### src/rtl/add_fu_issue.sv
// add_fu_issue: picks a ready ADD-class reservation entry round-robin, executes it,
// and holds the result in a single register that requests the CDB.
module add_fu_issue #(
    parameter int NUM_RS     = 3,
    parameter int DATA_WIDTH = 16,
    parameter int TAG_WIDTH  = 3
) (
    input  logic                         clk,
    input  logic                         flush,
    input  logic [NUM_RS-1:0]            rs_busy,
    input  logic [NUM_RS-1:0]            rs_Vj_valid,
    input  logic [NUM_RS-1:0]            rs_Vk_valid,
    input  logic [NUM_RS*DATA_WIDTH-1:0] rs_Vj,
    input  logic [NUM_RS*DATA_WIDTH-1:0] rs_Vk,
    input  logic [NUM_RS*4-1:0]          rs_op,
    input  logic [NUM_RS*TAG_WIDTH-1:0]  rs_dest,
    output logic [NUM_RS-1:0]            rs_clr_busy,
    output logic                         cdb_req,
    output logic [TAG_WIDTH-1:0]         cdb_tag,
    output logic [DATA_WIDTH-1:0]        cdb_value,
    input  logic                         cdb_grant
);
    localparam int PW = NUM_RS > 1 ? $clog2(NUM_RS) : 1;
    localparam logic [PW:0] NRS = (PW+1)'(NUM_RS);
    localparam logic [3:0] OP_ADD = 4'b0001;
    localparam logic [3:0] OP_AND = 4'b0101;
    localparam logic [3:0] OP_NOT = 4'b1001;
    logic [DATA_WIDTH-1:0] vj_a [NUM_RS];
    logic [DATA_WIDTH-1:0] vk_a [NUM_RS];
    logic [3:0]            op_a [NUM_RS];
    logic [TAG_WIDTH-1:0]  dest_a [NUM_RS];
    logic [NUM_RS-1:0]     ready;
    logic [PW-1:0]         rr_ptr, sel;
    logic [PW:0]           cand;
    logic                  found, slot_free, issue;
    logic [DATA_WIDTH-1:0] vj, vk, result;
    logic [3:0]            op;
    genvar i;
    for (i = 0; i < NUM_RS; i++) begin : g_unpack
        assign vj_a[i]   = rs_Vj[i*DATA_WIDTH +: DATA_WIDTH];
        assign vk_a[i]   = rs_Vk[i*DATA_WIDTH +: DATA_WIDTH];
        assign op_a[i]   = rs_op[i*4 +: 4];
        assign dest_a[i] = rs_dest[i*TAG_WIDTH +: TAG_WIDTH];
        assign ready[i]  = rs_busy[i] & rs_Vj_valid[i] & (rs_Vk_valid[i] | op_a[i] == OP_NOT);
    end
    // Scan starts at rr_ptr and wraps, so the last-issued entry gets lowest priority.
    always_comb begin
        found = 1'b0;
        sel   = '0;
        cand  = '0;
        for (int k = 0; k < NUM_RS; k++) begin
            cand = {1'b0, rr_ptr} + (PW+1)'(k);
            cand = cand >= NRS ? cand - NRS : cand;
            if (!found && ready[cand[PW-1:0]]) begin
                found = 1'b1;
                sel   = cand[PW-1:0];
            end
        end
    end
    assign vj = vj_a[sel];
    assign vk = vk_a[sel];
    assign op = op_a[sel];
    assign result = op == OP_ADD ? vj + vk :
                    op == OP_AND ? vj & vk :
                    op == OP_NOT ? ~vj : '0;
    assign slot_free   = !cdb_req | cdb_grant;
    assign issue       = slot_free & found & !flush;
    assign rs_clr_busy = issue ? (NUM_RS'(1) << sel) : '0;
    always_ff @(posedge clk) begin
        if (flush) begin
            cdb_req   <= 1'b0;
            cdb_tag   <= '0;
            cdb_value <= '0;
            rr_ptr    <= '0;
        end else if (issue) begin
            cdb_req   <= 1'b1;
            cdb_tag   <= dest_a[sel];
            cdb_value <= result;
            rr_ptr    <= sel == PW'(NUM_RS-1) ? '0 : sel + 1'b1;
        end else if (cdb_grant) begin
            cdb_req <= 1'b0;
        end
    end
endmodule
### config.mk
export PLATFORM = sky130hd
export DESIGN_NAME = add_fu_issue
export DESIGN_NICKNAME = d
export VERILOG_FILES = /design/src/rtl/add_fu_issue.sv
export SDC_FILE = /design/constraint.sdc
export NUM_CORES = 1
export LEC_CHECK = 0
export BUFFER_PORTS_ARGS = -buffer_cell sky130_fd_sc_hd__buf_2
export CORE_MARGIN = 2
export CORE_UTILIZATION = 46
export CTS_CLUSTER_SIZE = 24
export DETAILED_ROUTE_END_ITERATION = 12
export PLACE_DENSITY = 0.87
export SLEW_MARGIN = 25
export SYNTH_ARGS = -nofsm -noshare
export SYNTH_HDL_FRONTEND = slang
export SYNTH_SLANG_ARGS = --single-unit
### constraint.sdc
create_clock -name clk -period 6.54 [get_ports clk]
set_input_delay 0.327 -clock clk [delete_from_list [all_inputs] [get_ports clk]]
set_output_delay 0.327 -clock clk [all_outputs]
set_load 0.03 [all_outputs]
==> impl_metrics.yaml <==
floorplan:
  fp.coreArea_um2: 5850
  die_w_um: 81.5
  placementRows: 28
  die_area_um2: 6640
  pin_count: 152
  start_util_pct: 47.2
  die_h_um: 81.5
clock_network:
  clkTransAtPathRegs_ns: 0.09
  root_buffer: "clkbuf_8"
  cts_tree: "done"
  cts_max_path_buffers: 2
  insertion_delay_ns: 0.27
  cts_setup_buffers: 0
  cts_resized: 0
  numCtsBuffers: 3
  holdBufCountCts: 0
  cts_max_level: 1
  numClockSinks: 22
routing:
  highest_layer: "met4"
  wl_met2_um: 4320
  drt_wl_total_um: 8420
  drt_first_pass_iters: 5
  met1_length_um: 3340
  viasPerCell: 5.69
  met3_length_um: 602
  ant_nets: 0
  routedWlPerCell_um: 14.4
  drc: 0
  num_vias: 3327
  drt_iter0_markers: 191
power:
  p_leak_nw: 1.66
  pwr_density_cell_nw_per_um2: 153
  irDropWorstVdd_v: 0.000101
  total_power_uw: 555
cells_and_area:
  instances_no_fill: 585
  multi_input_area_um2: 2220
  nFillCells: 551
  layout.nets: 659
  final-seq-area_um2: 440
  finish.utilization_pct: 61.9
  antenna-diode-count: 0
  design_area_um2: 3620
  area_growth_pct: 31.2
  layout-drive-gt1-share_pct: 34.7
yosys:
  post-synth-top-area-cell: "dfxtp_1"
  synthMuxAreaShare_pct: 11.2
  synth_cell_type_count: 61
  synth-compound-area-share_pct: 33.0
  synthXorXnorAreaFrac_pct: 3.17
  synth_top_family_by_area: "compound AO/OA/AOI/OAI gates"
  avgSynthCellArea_um2: 7.48
  yosys_warnings: 0
  synth_flop_cell: "dfxtp_1"
  syn_inst: 369
  ys_seq_area_share_pct: 15.9
  synthSimpleGateAreaFrac_pct: 23.7
  ys_top_cells_by_area: "dfxtp_1, mux2i_1, nand2_1"
  synth_edf_count: 0
  synth_common_cells: "nand2_1, o21ai_0, mux2i_1"
  async_flop_share_pct: 0
  synth_fa_ha_area_share_pct: 9.29
  yosys_register_bits: 22
  syn_nets: 517
  syn_area_um2: 2760
  synth_most_common_cell: "nand2_1"
  yosysTopAreaCellShare_pct: 15.9
global_route:
  grt_max_degree: 44
  grt_usage_pct: 24.1
  grt_first_pass_wirelength_um: 12800
  antenna_found_initial: 0
  grt-ovfl-total: 0
  grt_pass1_vias: 2962
sta:
  slew_viol_final: 0
  finalCritPeriodShare_pct: 78.2
  timing.final.ws_setup_ns: 1.43
  max-slew-margin-rel_pct: 41.8
  rsz0062_at_grt: "false"
  fmax_mhz: 196
  fin_worst_skew_ns: 0.0115
  timing.hold.ws_ns: 0.328
  fin_setup_tns_ns: 0
  post-route-min-period_ns: 5.11
  setup_viol: 0
  tightest_slew_ns: 0.873
  finalHoldViolCount: 0
placed_design:
  placed_cells: 581
  portBuffers: 151
  post_dp_cell_area_um2: 3570
  dpl.hpwl_um: 6770
  place_congestion: 0.861
  pre_cts_slack_ns: 1.47
worst_setup_path:
  worstSetupStartpoint: "rr_ptr[0]"
  critical_path.max_fanout: 43
  cp.required_ns: 6.71
  crit_chain: "inv_1 -> ha_1 -> and2_1 -> o311a_1 -> nor4_4 -> buf_4 -> mux2i_1 -> o21ai_0 -> ha_1 -> fa_1 -> a211oi_1 -> nor2_1 -> o21ai_0 -> a21oi_1 -> o41ai_1 -> nor3_1 -> nor4b_2 -> o21ai_1"
  arrival_ns: 5.28
  cp-start-kind: "flop"
  path_class: "reg2reg"
  end_kind: "flop"
  critical_path.slowest_cell: "buf_4"
  timing.rr.start: "rr_ptr[0]"
  slowest_delay_ns: 0.56
  r2r_cells: 18
worst_hold_path:
  hp-class: "in2reg"
  worstHoldStart: "rs_dest[1]"
  hold_depth: 3
job:
  cap_violations: 0
status:
  status: "finished, final reports clean"
==> final cells by class <==
class | instances | area share [%]
sequential | 22 | 12.2
inverter | 7 | 0.725
timing repair buffer | 155 | 21.7
multi-input combinational | 322 | 61.3
tap | 75 | 2.59
clock buffer | 4 | 1.52
==> power by group <==
part,total [mW],switching (mW),leakage (nW),internal (mW)
Clock,0.102,0.0485,0.0288,0.0537
Combinational,0.308,0.174,1.45,0.134
Sequential,0.145,0.00371,0.178,0.141
Total,0.555,0.227,1.66,0.328
==> kinds of logic after synthesis <==
| family | count (synthesis) |
|---|---|
| buffers and inverters | 25 |
| AOI/OAI and AO/OA | 131 |
| adders and majority gates | 20 |
| DFF | 22 |
| muxes | 31 |
| xor gates and xnor gates | 10 |
| and+or+nand+nor | 130 |
==> per-layer routing <==
metal / vias up / global-route usage (%)
met5: - / 0
met4: 0 / 6.10
met3: 17 / 3.63
met2: 154 / 44.6
met1: 1497 / 28.8
li1: 1659 / -
==> final timing paths <==
| path | end | slack, ns |
|---|---|---|
| setup / recovery | cdb_value[14] | 1.43 |
| hold / removal | cdb_tag[1] | 0.33 |
| setup reg to reg | cdb_value[14] | 1.43 |
| hold reg to reg | cdb_value[11] | 0.44 |
==> placed cells by master (no fill, tap or decap), types with 6 or more instances in the layout <==
cell,n
buf_2,151
nand2_1,61
o21ai_0,44
mux2i_1,31
nor2_1,29
dfxtp_1,22
a21oi_1,20
ha_1,18
a22oi_1,12
xnor2_1,8
inv_1,7
o211ai_1,7
and2_1,6
a22o_1,6
nor3_1,6
==> state kept, by name (all words and copies together) (netlist names) <==
signal and flops:
cdb_req 1, cdb_tag 3, cdb_value 16, rr_ptr 2
==> worst max-delay path, delay by kind of cell (launching register included) <==
kind                     cells  cell delay, ns
AND/OR/NAND/NOR              5            0.98
flip-flops                   1            0.36
multiplexers                 1            0.27
AO/OA/AOI/OAI                7            1.74
buffers and inverters        2            0.61
adder cells (fa/ha/maj)      3            1.04
Power figures use the tool's default switching activity.
